## src/rtl/ysyx_22050243_id_ctrl_if.sv

```systemverilog
// ID-stage handshake bundle.
//   IF side : in_valid, in_ready, in_inst, in_pc, flush
//   EX side : out_valid, out_ready, out_pc, out_inst, out_ctrl, out_exc
// master = the environment around the stage (IF producer + EX consumer),
// slave  = the decode stage itself.
interface ysyx_22050243_id_ctrl_if #(
    parameter int XLEN = 64
);
    logic            in_valid;
    logic            in_ready;
    logic [31:0]     in_inst;
    logic [XLEN-1:0] in_pc;
    logic            flush;
    logic            out_valid;
    logic            out_ready;
    logic [XLEN-1:0] out_pc;
    logic [31:0]     out_inst;
    logic [13:0]     out_ctrl;
    logic [1:0]      out_exc;

    modport master (
        output in_valid, in_inst, in_pc, flush, out_ready,
        input  in_ready, out_valid, out_pc, out_inst, out_ctrl, out_exc
    );

    modport slave (
        input  in_valid, in_inst, in_pc, flush, out_ready,
        output in_ready, out_valid, out_pc, out_inst, out_ctrl, out_exc
    );
endinterface

```

## src/rtl/ysyx_22050243_id_ctrl.sv

```systemverilog
// Registered decode stage: accepts an instruction from IF, decodes it into
// the 14-bit control bundle plus an exception class, and holds the result in
// the ID/EX register until EX consumes it. An accepted ebreak drains to EX and
// then freezes the stage until reset.
//
// Ports:
//   clk, rst  - clock, synchronous active-high reset
//   bus       - slave side of the IF/EX handshake bundle
//   halted    - ebreak has retired, stage frozen
//
// out_ctrl = {csr_r, alu_src, mem2reg[2:0], reg_w, mem_r, mem_w, branch,
//             pc_src[1:0], alu_op[2:0]}
// out_exc  = 00 none, 01 illegal, 10 ecall, 11 ebreak
//
// state | meaning
// ------+-----------------------------------------------------------
// RUN   | normal flow, accepts when the ID/EX slot frees up
// DRAIN | ebreak held in ID/EX, waiting for EX to consume it
// HALT  | ebreak retired; no accepts, no output until reset
module ysyx_22050243_id_ctrl #(
    parameter int XLEN   = 64,
    parameter bit CSR_EN = 1'b1
) (
    input  logic                    clk,
    input  logic                    rst,
    ysyx_22050243_id_ctrl_if.slave  bus,
    output logic                    halted
);

    typedef enum logic [1:0] {
        RUN   = 2'd0,
        DRAIN = 2'd1,
        HALT  = 2'd2
    } state_t;

    localparam logic [6:0] OP_LUI    = 7'b0110111;
    localparam logic [6:0] OP_AUIPC  = 7'b0010111;
    localparam logic [6:0] OP_JAL    = 7'b1101111;
    localparam logic [6:0] OP_JALR   = 7'b1100111;
    localparam logic [6:0] OP_BRANCH = 7'b1100011;
    localparam logic [6:0] OP_LOAD   = 7'b0000011;
    localparam logic [6:0] OP_STORE  = 7'b0100011;
    localparam logic [6:0] OP_IMM    = 7'b0010011;
    localparam logic [6:0] OP_REG    = 7'b0110011;
    localparam logic [6:0] OP_IMM32  = 7'b0011011;
    localparam logic [6:0] OP_REG32  = 7'b0111011;
    localparam logic [6:0] OP_FENCE  = 7'b0001111;
    localparam logic [6:0] OP_SYSTEM = 7'b1110011;

    localparam logic [1:0] EXC_NONE    = 2'b00;
    localparam logic [1:0] EXC_ILLEGAL = 2'b01;
    localparam logic [1:0] EXC_ECALL   = 2'b10;
    localparam logic [1:0] EXC_EBREAK  = 2'b11;

    // Word ops only exist on RV64.
    localparam bit W_OPS_OK = (XLEN != 32);

    state_t      state;
    logic [13:0] dec_ctrl;
    logic [1:0]  dec_exc;
    logic [6:0]  opcode;
    logic [2:0]  funct3;
    logic [11:0] imm12;
    logic        accept;

    assign opcode = bus.in_inst[6:0];
    assign funct3 = bus.in_inst[14:12];
    assign imm12  = bus.in_inst[31:20];

    assign bus.in_ready = (!bus.out_valid || bus.out_ready) && (state == RUN);
    assign accept       = bus.in_valid && bus.in_ready;

    always_comb begin
        dec_ctrl = 14'b0;
        dec_exc  = EXC_NONE;
        if (bus.in_inst[1:0] != 2'b11) begin
            dec_exc = EXC_ILLEGAL;
        end else begin
            case (opcode)
                OP_LUI:    dec_ctrl = 14'b0_0_010_1_0_0_0_00_000;
                OP_AUIPC:  dec_ctrl = 14'b0_0_100_1_0_0_0_00_000;
                OP_JAL:    dec_ctrl = 14'b0_0_011_1_0_0_0_01_000;
                OP_JALR:   dec_ctrl = 14'b0_0_011_1_0_0_0_10_000;
                OP_BRANCH: dec_ctrl = 14'b0_0_000_0_0_0_1_00_001;
                OP_LOAD:   dec_ctrl = 14'b0_1_001_1_1_0_0_00_000;
                OP_STORE:  dec_ctrl = 14'b0_1_000_0_0_1_0_00_000;
                OP_IMM:    dec_ctrl = 14'b0_1_000_1_0_0_0_00_011;
                OP_REG:    dec_ctrl = 14'b0_0_000_1_0_0_0_00_010;
                OP_IMM32: begin
                    if (W_OPS_OK) dec_ctrl = 14'b0_1_000_1_0_0_0_00_111;
                    else          dec_exc  = EXC_ILLEGAL;
                end
                OP_REG32: begin
                    if (W_OPS_OK) dec_ctrl = 14'b0_0_000_1_0_0_0_00_110;
                    else          dec_exc  = EXC_ILLEGAL;
                end
                OP_FENCE:  dec_ctrl = 14'b0;
                OP_SYSTEM: begin
                    if (funct3 == 3'b000) begin
                        if (imm12 == 12'h000)      dec_exc = EXC_ECALL;
                        else if (imm12 == 12'h001) dec_exc = EXC_EBREAK;
                        else                       dec_exc = EXC_ILLEGAL;
                    end else if (funct3 == 3'b100 || !CSR_EN) begin
                        dec_exc = EXC_ILLEGAL;
                    end else begin
                        dec_ctrl = 14'b1_0_101_1_0_0_0_00_000;
                    end
                end
                default:   dec_exc = EXC_ILLEGAL;
            endcase
        end
    end

    always_ff @(posedge clk) begin
        if (rst) begin
            state         <= RUN;
            halted        <= 1'b0;
            bus.out_valid <= 1'b0;
            bus.out_pc    <= '0;
            bus.out_inst  <= 32'b0;
            bus.out_ctrl  <= 14'b0;
            bus.out_exc   <= EXC_NONE;
        end else begin
            case (state)
                RUN: begin
                    // flush wins over a same-cycle accept: the payload is not
                    // even loaded, so the register keeps its last entry.
                    if (bus.flush) begin
                        bus.out_valid <= 1'b0;
                    end else if (accept) begin
                        bus.out_valid <= 1'b1;
                        bus.out_pc    <= bus.in_pc;
                        bus.out_inst  <= bus.in_inst;
                        bus.out_ctrl  <= dec_ctrl;
                        bus.out_exc   <= dec_exc;
                        if (dec_exc == EXC_EBREAK) state <= DRAIN;
                    end else if (bus.out_ready) begin
                        bus.out_valid <= 1'b0;
                    end
                end
                DRAIN: begin
                    if (bus.flush) begin
                        bus.out_valid <= 1'b0;
                        state         <= RUN;
                    end else if (bus.out_valid && bus.out_ready) begin
                        bus.out_valid <= 1'b0;
                        halted        <= 1'b1;
                        state         <= HALT;
                    end
                end
                default: begin
                    bus.out_valid <= 1'b0;
                    halted        <= 1'b1;
                end
            endcase
        end
    end

endmodule

```

## src/flat_wrapper.sv

```systemverilog
// flat-port wrapper written by rule: the top's interface ports become plain ports
module ysyx_22050243_id_ctrl_flat 
#(
    parameter int XLEN   = 64,
    parameter bit CSR_EN = 1'b1
)
  (clk, rst, halted, bus_in_valid, bus_in_inst, bus_in_pc, bus_flush, bus_out_ready, bus_in_ready, bus_out_valid, bus_out_pc, bus_out_inst, bus_out_ctrl, bus_out_exc);
  ysyx_22050243_id_ctrl_if #(.XLEN(XLEN)) bus_i ();
  input  logic clk;
  input  logic rst;
  output logic halted;
  input wire logic [$bits(bus_i.in_valid)-1:0] bus_in_valid;
  input wire logic [$bits(bus_i.in_inst)-1:0] bus_in_inst;
  input wire logic [$bits(bus_i.in_pc)-1:0] bus_in_pc;
  input wire logic [$bits(bus_i.flush)-1:0] bus_flush;
  input wire logic [$bits(bus_i.out_ready)-1:0] bus_out_ready;
  output wire logic [$bits(bus_i.in_ready)-1:0] bus_in_ready;
  output wire logic [$bits(bus_i.out_valid)-1:0] bus_out_valid;
  output wire logic [$bits(bus_i.out_pc)-1:0] bus_out_pc;
  output wire logic [$bits(bus_i.out_inst)-1:0] bus_out_inst;
  output wire logic [$bits(bus_i.out_ctrl)-1:0] bus_out_ctrl;
  output wire logic [$bits(bus_i.out_exc)-1:0] bus_out_exc;
  assign bus_i.in_valid = bus_in_valid;
  assign bus_i.in_inst = bus_in_inst;
  assign bus_i.in_pc = bus_in_pc;
  assign bus_i.flush = bus_flush;
  assign bus_i.out_ready = bus_out_ready;
  assign bus_in_ready = bus_i.in_ready;
  assign bus_out_valid = bus_i.out_valid;
  assign bus_out_pc = bus_i.out_pc;
  assign bus_out_inst = bus_i.out_inst;
  assign bus_out_ctrl = bus_i.out_ctrl;
  assign bus_out_exc = bus_i.out_exc;
  ysyx_22050243_id_ctrl #(.XLEN(XLEN), .CSR_EN(CSR_EN)) u_core (.clk(clk), .rst(rst), .bus(bus_i), .halted(halted));
endmodule
```

## config.mk

```make
export PLATFORM = sky130hd
export DESIGN_NAME = ysyx_22050243_id_ctrl_flat
export DESIGN_NICKNAME = d
export VERILOG_FILES = /design/src/rtl/ysyx_22050243_id_ctrl_if.sv /design/src/rtl/ysyx_22050243_id_ctrl.sv /design/src/flat_wrapper.sv
export SDC_FILE = /design/constraint.sdc
export NUM_CORES = 1
export LEC_CHECK = 0
export BUFFER_PORTS_ARGS = -buffer_cell sky130_fd_sc_hd__buf_4
export CAP_MARGIN = 40
export CORE_AREA = 4 4 100 102
export CTS_CLUSTER_DIAMETER = 150
export DETAILED_ROUTE_END_ITERATION = 8
export DIE_AREA = 0 0 104 106
export PLACE_DENSITY = 0.94
export SYNTH_ARGS = -nofsm -noshare
export SYNTH_HDL_FRONTEND = slang
export SYNTH_SLANG_ARGS = --single-unit
```

## constraint.sdc

```tcl
create_clock -name clk -period 2.2 [get_ports clk]
set_input_delay 0.11 -clock clk [delete_from_list [all_inputs] [get_ports clk]]
set_output_delay 0.11 -clock clk [all_outputs]
set_load 0.05 [all_outputs]
```

### Yosys cells after proc, flatten, opt, wreduce, memory -nomap -nowiden

Cells that the tools add are included.

* equal/unequal tests: 25
* mux-type cells: 25
* bitwise operators: 2
* reduce and logical (&&, ||, !) cells: 14

Operator list (count)
* $pmux W14 S12: 1
* $mux W14: 3
* $eq A7 B6 Y1 const B: 4
* $eq A7 B7 Y1 const B: 4
* $eq A7 B5 Y1 const B: 3
* $mux W2: 9
* $eq A12 B1 Y1 const B: 1
* $logic_not A12 Y1: 1
* $reduce_or A12 Y1: 1
* $mux W1: 8
* $ne A2 B2 Y1 const B: 4
* $pmux W2 S2: 2
* $eq A7 B2 Y1 const B: 1
* $eq A7 B4 Y1 const B: 1
* $reduce_and A3 Y1: 2
* $reduce_and A5 Y1: 1
* $ne A2 B1 Y1 const B: 2
* $ne A4 B3 Y1 const B: 1
* $pmux W1 S2: 2
* $eq A3 B3 Y1 const B: 1
* $logic_and A1 B1 Y1: 3
* $logic_not A3 Y1: 1
* $ne A3 B2 Y1 const B: 1
* $eq A2 B1 Y1 const B: 1
* other kinds (7): 8

* bits in registers: 116
* output and inout bits: 115
* word-level logic and storage cells: 73

### Logic depth before layout (Yosys ltp)

Gate-level depths: netlist of run 1.

* depth in word-level cells: 11
* depth in mapped cells: 6

### Least setup slack after synthesis of run 1

Ideal clock, no wire load.

* path type: reg2out
* from: reg u_core.bus.out_valid
* to: out bus_in_ready
* arrival: 1.814 ns
* path slack: 0.276 ns
* stages on the path, launching flop included: 3
* path buffers: 0
* cells stage by stage: dfxtp_1 -> and2b_4 -> nor3_1

* cells in the longest elaborated chain, start to end: 3

RTL lines
* start: declaration: RTL line ysyx_22050243_id_ctrl_if.sv:28 `output in_ready, out_valid, out_pc, out_inst, out_ctrl, out_exc`
* start signal: assignment: RTL line ysyx_22050243_id_ctrl.sv:118 `bus.out_valid <= 1'b0;`
* start signal: assignment: RTL line ysyx_22050243_id_ctrl.sv:129 `bus.out_valid <= 1'b0;`
* start signal: assignment: RTL line ysyx_22050243_id_ctrl.sv:131 `bus.out_valid <= 1'b1;`
* $logic_not A1 Y1: RTL line ysyx_22050243_id_ctrl.sv:70 `assign bus.in_ready = (!bus.out_valid || bus.out_ready) && (state == RUN);`
* $logic_or A1 B1 Y1: RTL line ysyx_22050243_id_ctrl.sv:70
* $logic_and A1 B1 Y1: RTL line ysyx_22050243_id_ctrl.sv:70
* end: declaration: RTL line flat_wrapper.sv:17 `output wire logic [$bits(bus_i.in_ready)-1:0] bus_in_ready;`

No other way between the ends.

### Worst setup path in the final report of run 1

* from: reg u_core.state[0]
* to: reg u_core.bus.out_pc[51]

* cells in the longest elaborated chain, start to end: 4

RTL lines
* start: declaration: RTL line ysyx_22050243_id_ctrl.sv:58 `state_t state;`
* start signal: assignment: RTL line ysyx_22050243_id_ctrl.sv:116 `state <= RUN;`
* start signal: assignment: RTL line ysyx_22050243_id_ctrl.sv:136 `if (dec_exc == EXC_EBREAK) state <= DRAIN;`
* start signal: assignment: RTL line ysyx_22050243_id_ctrl.sv:144 `state <= RUN;`
* $logic_not A2 Y1 *: RTL line ysyx_22050243_id_ctrl.sv:70, ysyx_22050243_id_ctrl.sv:124
* $logic_and A1 B1 Y1: RTL line ysyx_22050243_id_ctrl.sv:70
* $logic_and A1 B1 Y1: RTL line ysyx_22050243_id_ctrl.sv:71 `assign accept = bus.in_valid && bus.in_ready;`
* $reduce_and A3 Y1 (no source line) *
* end signal: assignment: RTL line ysyx_22050243_id_ctrl.sv:132 `bus.out_pc <= bus.in_pc;`
* end: declaration: RTL line ysyx_22050243_id_ctrl_if.sv:28

Mark *: on every way between the ends. The rest lies on a longest branch, timed or not.
A chain may end at the register's enable or synchronous reset.

==> impl_metrics.toml, run 1 <==
[status]
status = "finished, final reports clean"

[worst_setup_path]
critical_path_class = "reg -> reg"
end_kind = "flip-flop"
worst-path-max-fanout = 63
worstPathRequired_ns = 2.54
crit_arrival_ns = 2.24
worst_setup_path_start_kind = "flip-flop"

[sta]
setup_viol_count_final = 0
period_needed_ns = 1.90
setup_tns_ns = 0
fmax_mhz = 528
fin_crit_sh_pct = 86.2
worstMarginPinSlew_ns = 0.787
timing.final.ws_setup_ns = 0.305
rsz0062_at_grt = "no"
hold_viol = 0
max_slew_margin_pct = 47.5
drv_slew = 0
fin_skew_ns = 0.00493

[logic_synthesis]
seq_area_frac_synth_pct = 51.5
synthAdderAreaFrac_pct = 0
ys.warnings.count = 0
ys.flop_type = "dfxtp_1"
synth-compound-area-share_pct = 16.4
ys_ff_latch = 116
yosys.area_share.simple_pct = 25.9
synth-xor-area-share_pct = 0
avgSynthCellArea_um2 = 8.05
muxShareOfSynthArea_pct = 0
syn_area_um2 = 4510
async_reset_ff_share_pct = 0
yosysUniqueCellTypes = 49
synthCells = 560
syn_nets = 661
synth-edff-count = 0
synth_top_family_by_area = "simple AND/OR/NAND/NOR gates"

[floorplan]
io_pins = 216
fp.dieW_um = 104
initial_core_util_pct = 49.5
rows = 35
fp.dieH_um = 106
placeableCoreArea_um2 = 9110
dieArea_um2 = 11000

[route]
routedWlPerCell_um = 16.2
vias_per_cell = 5.31
drt.antenna.violating_nets = 0
drtPass1Iterations = 6
drt_iter0_drc = 354
drt_wl_total_um = 15900
vias = 5197
drc = 0

[finish]
area_growth_pct = 68.7
finalInstanceArea_um2 = 7610
final_util_pct = 83.5
antennaDiodeCount = 0
multi_input_area_um2 = 1910
fin_nets = 956
nFillCells = 485
seq_area_um2 = 2320
drive_gt1_share_pct = 29.8

[power_and_ir_drop]
ir_drop_uv = 609
netSwitchingPower_mw = 1.60
totalPowerFinal_mw = 5.85
powerDensity_nw_per_um2 = 769
switching_share_pct = 27.4
combinationalPowerShare_pct = 17.6
seqPwrFrac_pct = 38.2
p_leak_nw = 3.26
p_int_mw = 4.24
clockPowerShare_pct = 44.2

[global_route]
grt.total_usage_pct = 28.6
grt_pass1_wl_um = 25700
grt_max_degree = 76
grt_overflow_total = 0
grt_pass1_vias = 5297
antenna_found_initial = 0

[placed_design]
io_buffers = 215
dpl_worst_slack_ns = 0.349
gp_congestion = 0.831
dpl.hpwl_um = 9420
place_area_um2 = 6060

[clock_tree]
cts_setup_buffers = 0
clk_latency_ns = 0.50
clk_path_buf_depth = 2
clock-sinks = 116
cts_tree = "yes"
cts_max_level = 4
clockRootBuffer = "clkbuf_8"
cts_resized = 0
ctsHoldBuffers = 98
clk_pin_slew_worst_paths_ns = 0.06
cts_made_buffers = 17

[run]
drv_cap = 0

[min_path]
hold_class = "in -> reg"
-- synth_stat cells, types with 3 or more instances --
library cell	count	share of area [%]
nand2_1	209	17
dfxtp_1	116	51
a21oi_1	111	12
clkbuf_1	19	1.6
nor2_1	12	1.0
buf_6	11	2.7
buf_2	7	0.78
buf_4	5	0.83
nand4_1	5	0.69
nor3_1	5	0.55
nor2b_1	4	0.55
nor4_1	4	0.55
a211oi_1	3	0.50
inv_1	3	0.25
nand3_1	3	0.33
-- stage by stage --
stage               hold WS [ns]  instances
global route               0.138        979
finish                     0.147        979
floorplan                  0.246        560
detailed placement         0.369        849
CTS                        0.114        979
global placement           0.358        849
-- kinds of logic (layout without fill, tap and decap cells) --
kind of cell	count (synthesis)	in the layout
compound gates	134	134
simple gates	265	265
flops	116	116
buf+inv	45	353
-- area by class of cell --
type	instances	area share, %
clock inverter	12	1.74
clock buffer	20	5.72
inverter	3	0.148
timing repair buffer	318	34.9
multi-input combinational	399	25.1
sequential	116	30.5
tap	111	1.83
-- power groups by stage --
| stage | Combinational [mW] | Sequential (mW) | Clock (mW) |
|---|---|---|---|
| CTS | 1.01 | 2.23 | 2.63 |
| floorplan | 0.259 | 2.56 | 0 |
| detailed placement | 0.864 | 2.28 | 0 |
| finish | 1.03 | 2.24 | 2.58 |
| global placement | 0.845 | 2.27 | 0 |
| global route | 1.09 | 2.24 | 2.72 |
-- worst max-delay path, cell delays in order, from the launching register on --
cell      delay, ns
dfxtp_1        0.33
nand2b_2       0.25
or3_4          0.63
buf_12         0.28
nand2_1        0.13
a21oi_1        0.09
-- registers in the layout, summed over array words and instances (netlist names) --
name,count
u_core.bus.out_inst,32
u_core.state,2
u_core.halted,1
u_core.bus.out_exc,2
u_core.bus.out_valid,1
u_core.bus.out_pc,64
u_core.bus.out_ctrl,14
-- path summary, 6_finish.rpt --
check,end,start,cells after the start,slack (ns)
worst max-delay path,u_core.bus.out_pc[51],u_core.state[0],5,0.30
worst min-delay path,u_core.bus.out_valid,bus_in_valid,4,0.15
worst max register to register,u_core.bus.out_pc[51],u_core.state[0],5,0.30
worst min register to register,u_core.bus.out_ctrl[4],u_core.bus.out_ctrl[4],2,0.45
-- cell usage in the layout, fill, tap and decap left out, types with 5 or more instances in the layout --
master         count
buf_4            218
nand2_1          209
dfxtp_1          116
a21oi_1          111
dlygate4sd3_1     98
clkbuf_16         16
nor2_1            12
nor3_1             5
nand4_1            5
-- per-layer routing --
layer	track usage [%]	up-vias	wire, um
met1	29.4	2383	5720
met3	8.80	69	1230
met5	0	-	0
met4	14.1	0	710
met2	52.5	279	8240
li1	-	2466	-
Note: power is estimated with default switching activity, not from simulation.
==> run 2: changes to the inputs <==
==> constraint.sdc (replaced) <==
create_clock -name clk -period 2.2 [get_ports clk]
set_input_delay 0.44 -clock clk [delete_from_list [all_inputs] [get_ports clk]]
set_output_delay 0.44 -clock clk [all_outputs]
set_load 0.05 [all_outputs]
==> impl_metrics.toml, run 2 (synthesis results as in run 1) <==
[status]
status = "finished, final reports clean"

[min_path]
worstHoldPathCells = 3
hold_start = "bus_in_pc[60]"
whs_endpoint = "u_core.bus.out_pc[60]"
hold_class = "in -> reg"

[sta]
setup_viol_count_final = 0
fin_skew_ns = 0.00765
max_slew_margin_pct = 61.6
hold_viol = 0
fin_crit_sh_pct = 83.1
drv_slew = 0
period_needed_ns = 1.83
worstMarginPinSlew_ns = 0.571
setup_tns_ns = 0
fmax_mhz = 547
rsz0062_at_grt = "no"

[worst_setup_path]
crit_arrival_ns = 1.39
worstPathRequired_ns = 1.76
slowest_delay_ns = 0.34
worst-path-max-fanout = 5
slowest_stage = "dfxtp_1"
crit_chain = "and2b_4 -> nor3_2 -> buf_4"
rrSetupSlack_ns = 0.47
end_kind = "output port"
reg2reg_from = "u_core.state[0]"
critical_path_class = "reg -> out"
worst_setup_path_start_kind = "flip-flop"
r2r_end = "u_core.bus.out_inst[18]"
r2r_cells = 5

[floorplan]
initial_core_util_pct = 49.5
dieArea_um2 = 11000
fp.dieH_um = 106
fp.dieW_um = 104
io_pins = 216
rows = 35
placeableCoreArea_um2 = 9110

[finish]
largest_reg_flops = 64
fin_nets = 861
mostFrequentLayoutCells = "218 x buf_4, 209 x nand2_1, 116 x dfxtp_1"
antennaDiodeCount = 0
area_growth_pct = 50.8
multi_input_area_um2 = 1910
seq_area_um2 = 2320
largest-register = "u_core.bus.out_pc"
top_regs = "u_core.bus.out_pc x64, u_core.bus.out_inst x32, u_core.bus.out_ctrl x14"
drive_gt1_share_pct = 34.3
nFillCells = 668
mostFrequentLayoutCell = "buf_4"

[global_route]
antenna_found_initial = 0
grt_overflow_total = 0
grt.total_usage_pct = 23.9
grt_max_degree = 54
grt_pass1_wl_um = 21900
grt_pass1_vias = 4621

[placed_design]
io_buffers = 215
dpl.hpwl_um = 9680
gp_congestion = 0.859

[clock_tree]
clk_pin_slew_worst_paths_ns = 0.06
clk_path_buf_depth = 2
cts_setup_buffers = 0
cts_resized = 0
clockRootBuffer = "clkbuf_8"
clk_latency_ns = 0.49
cts_made_buffers = 17
cts_tree = "yes"
cts_max_level = 4
ctsHoldBuffers = 0
clock-sinks = 116

[route]
vias_per_cell = 5.26
drtPass1Iterations = 7
routedWlPerCell_um = 15.2
vias = 4647
drt.antenna.violating_nets = 0
drt_iter0_drc = 278
drt_wl_total_um = 13400
drc = 0

[power_and_ir_drop]
powerDensity_nw_per_um2 = 915
ir_drop_uv = 543
totalPowerFinal_mw = 6.22
p_leak_nw = 2.94

[run]
drv_cap = 0
[run 2: area by class of cell]
type,instances,area share [%]
Clock buffer,20,6.70
Tap cell,111,2.04
Timing Repair Buffer,223,25.5
Multi-Input combinational cell,399,28.1
Clock inverter,12,3.29
Inverter,3,0.166
Sequential cell,116,34.1
[run 2: through the flow]
stage	setup slack [ns]	hold slack, ns	instance area, um^2	cells	utilization [%]
3_5_place_dp	0.277	0.446	6120	852	67.2
3_3_place_gp	0.308	0.439	6120	852	67.2
4_1_cts	0.338	0.166	6800	884	74.7
5_1_grt	0.316	0.179	6800	884	74.7
2_1_floorplan	0.383	0.516	4510	560	-
6_report	0.372	0.190	6800	884	74.7
[run 2: worst max-delay path by stage]
| stage | slack, ns | startpoint | endpoint |
|---|---|---|---|
| finish | 0.37 | u_core.bus.out_valid | bus_in_ready |
| detailed placement | 0.28 | bus_flush | u_core.bus.out_inst[18] |
| global placement | 0.31 | bus_flush | u_core.bus.out_inst[6] |
| CTS | 0.34 | u_core.bus.out_valid | bus_in_ready |
| floorplan | 0.38 | u_core.bus.out_valid | bus_in_ready |
| global route | 0.32 | u_core.bus.out_valid | bus_in_ready |
[run 2: power by group]
| part | switching (mW) | total, mW | internal (mW) | leakage (nW) |
|---|---|---|---|---|
| registers | 0.0469 | 2.23 | 2.19 | 0.946 |
| clock network | 0.946 | 3.11 | 2.16 | 0.331 |
| logic | 0.566 | 0.881 | 0.316 | 1.66 |
| total | 1.56 | 6.22 | 4.67 | 2.94 |
[run 2: worst max-delay path, delay by kind of cell, from the launching register on]
kind / cells / cell delay, ns
flip-flops: 1 / 0.34
AND/OR/NAND/NOR: 2 / 0.33
buffers and inverters: 1 / 0.23
[run 2: per-layer routing]
layer | up-vias | part of all wire [%] | global-route usage [%]
met5 | - | 0 | 0
met4 | 0 | 2.1 | 7.50
met3 | 22 | 7.8 | 8.20
met2 | 203 | 52 | 43.8
met1 | 2149 | 38 | 26.1
li1 | 2273 | - | -
==> run 3: changes to the inputs <==
Settings changed: CORE_AREA 4 4 100 102 to 4 4 105 107, DIE_AREA 0 0 104 106 to 0 0 109 111, PLACE_DENSITY 0.94 to 0.87.
Clock period 2.2 ns to 1.8 ns, I/O delays scaled along.
==> impl_metrics.toml, run 3 (synthesis results as in run 1) <==
[clock_tree]
clockRootBuffer = "clkbuf_8"
ctsHoldBuffers = 0
cts_max_level = 4
cts_resized = 2
cts_tree = "yes"
clock-sinks = 116
clk_latency_ns = 0.51
clk_path_buf_depth = 2
clk_pin_slew_worst_paths_ns = 0.06
cts_made_buffers = 17
cts_setup_buffers = 0

[worst_setup_path]
end_kind = "output port"
crit_chain = "and2b_4 -> nor3_4 -> buf_6"
slowest_stage = "dfxtp_2"
crit_buf_inv = 1
critical_path_class = "reg -> out"
worst-path-max-fanout = 5
slowest_delay_ns = 0.34
path_delay_family = "flip-flops"
crit_arrival_ns = 1.37
worstPathRequired_ns = 1.44
worst_setup_path_start_kind = "flip-flop"

[placed_design]
placed_cells = 881
place_area_um2 = 6170
io_buffers = 215
dpl.hpwl_um = 9470
gp_congestion = 0.901

[floorplan]
dieArea_um2 = 12100
io_pins = 216
rows = 37
fp.dieH_um = 111
fp.dieW_um = 109
placeableCoreArea_um2 = 10100
initial_core_util_pct = 44.5

[global_route]
grt_overflow_total = 0
antenna_found_initial = 0
busiest_layer = "met2"
grt_max_degree = 66
grt_use_met3_pct = 7.75
met1_usage_pct = 23.3
met2_usage_pct = 35.6
grt_pass1_wl_um = 20500
grt.total_usage_pct = 21.0
grt_pass1_vias = 4339

[power_and_ir_drop]
p_leak_nw = 2.95
powerDensity_nw_per_um2 = 1100
ir_drop_uv = 689

[route]
drt_iter0_drc = 253
drt_wl_total_um = 13000
drt.antenna.violating_nets = 0
drtPass1Iterations = 5
vias = 4563
vias_per_cell = 5.00
drc = 0
routedWlPerCell_um = 14.2

[status]
status = "finished, final reports clean"

[finish]
mostFrequentLayoutCell = "buf_4"
final_cells = 913
finalInstanceArea_um2 = 6850
fin_nets = 865
mostFrequentLayoutCells = "222 x buf_4, 209 x nand2_1, 115 x dfxtp_1"
antennaDiodeCount = 0
nFillCells = 824
area_growth_pct = 52.0
largest-register = "u_core.bus.out_pc"
top_regs = "u_core.bus.out_pc x64, u_core.bus.out_inst x32, u_core.bus.out_ctrl x14"
drive_gt1_share_pct = 34.7
largest_reg_flops = 64

[sta]
worstMarginPinSlew_ns = 0.412
hold_viol = 0
rsz0062_at_grt = "no"
max_slew_margin_pct = 72.3
setup_tns_ns = 0
fmax_mhz = 579
fin_crit_sh_pct = 96.0
drv_slew = 0
period_needed_ns = 1.73
fin_skew_ns = 0.00599
setup_viol_count_final = 0

[min_path]
hold_class = "in -> reg"

[run]
drv_cap = 0
run 3: final timing paths:
path,slack (ns),endpoint,from,cells past startpoint
hold / removal,0.09,u_core.bus.out_pc[0],bus_in_pc[0],3
hold reg to reg,0.45,u_core.bus.out_ctrl[4],u_core.bus.out_ctrl[4],2
setup reg to reg,0.17,u_core.bus.out_pc[6],u_core.state[0],5
setup / recovery,0.07,bus_in_ready,u_core.bus.out_valid,3
run 3: layout make-up:
class	count	area, um^2	area share, %
clock buffers	19	442	6.45
flip-flops and latches	116	2320	33.9
clock inverters	13	229	3.34
inverters	3	11.3	0.164
well taps	136	170	2.48
repair buffers	227	1760	25.7
multi-input cells	399	1920	28.0
run 3: where the power goes:
group          switching (mW)  internal, mW
combinational           0.686         0.385
sequential             0.0558          2.67
clock                    1.16          2.59
total                    1.90          5.65
run 3: metrics by stage:
step	hold WS, ns	setup WS (ns)	utilization (%)	total power, mW
floorplan	0.496	0.0630	-	3.45
finish	0.0900	0.0724	67.6	7.56
detailed placement	0.443	0.0981	60.9	3.86
CTS	0.0716	0.0165	67.6	7.63
global route	0.0831	0.0121	67.6	7.83
global placement	0.440	0.134	60.9	3.83
run 3: metal layers:
metal	wire [um]	part of all wire (%)
met1	4920	38
met2	6430	50
met3	1300	10
met4	318	2.5
met5	0	0
run 3: worst register-to-register path, stage by stage (launching register included):
cell and delay (ns):
dfxtp_1 0.35, nand2b_2 0.26, or3_4 0.43, buf_4 0.26, nand2_1 0.14, a21oi_1 0.07
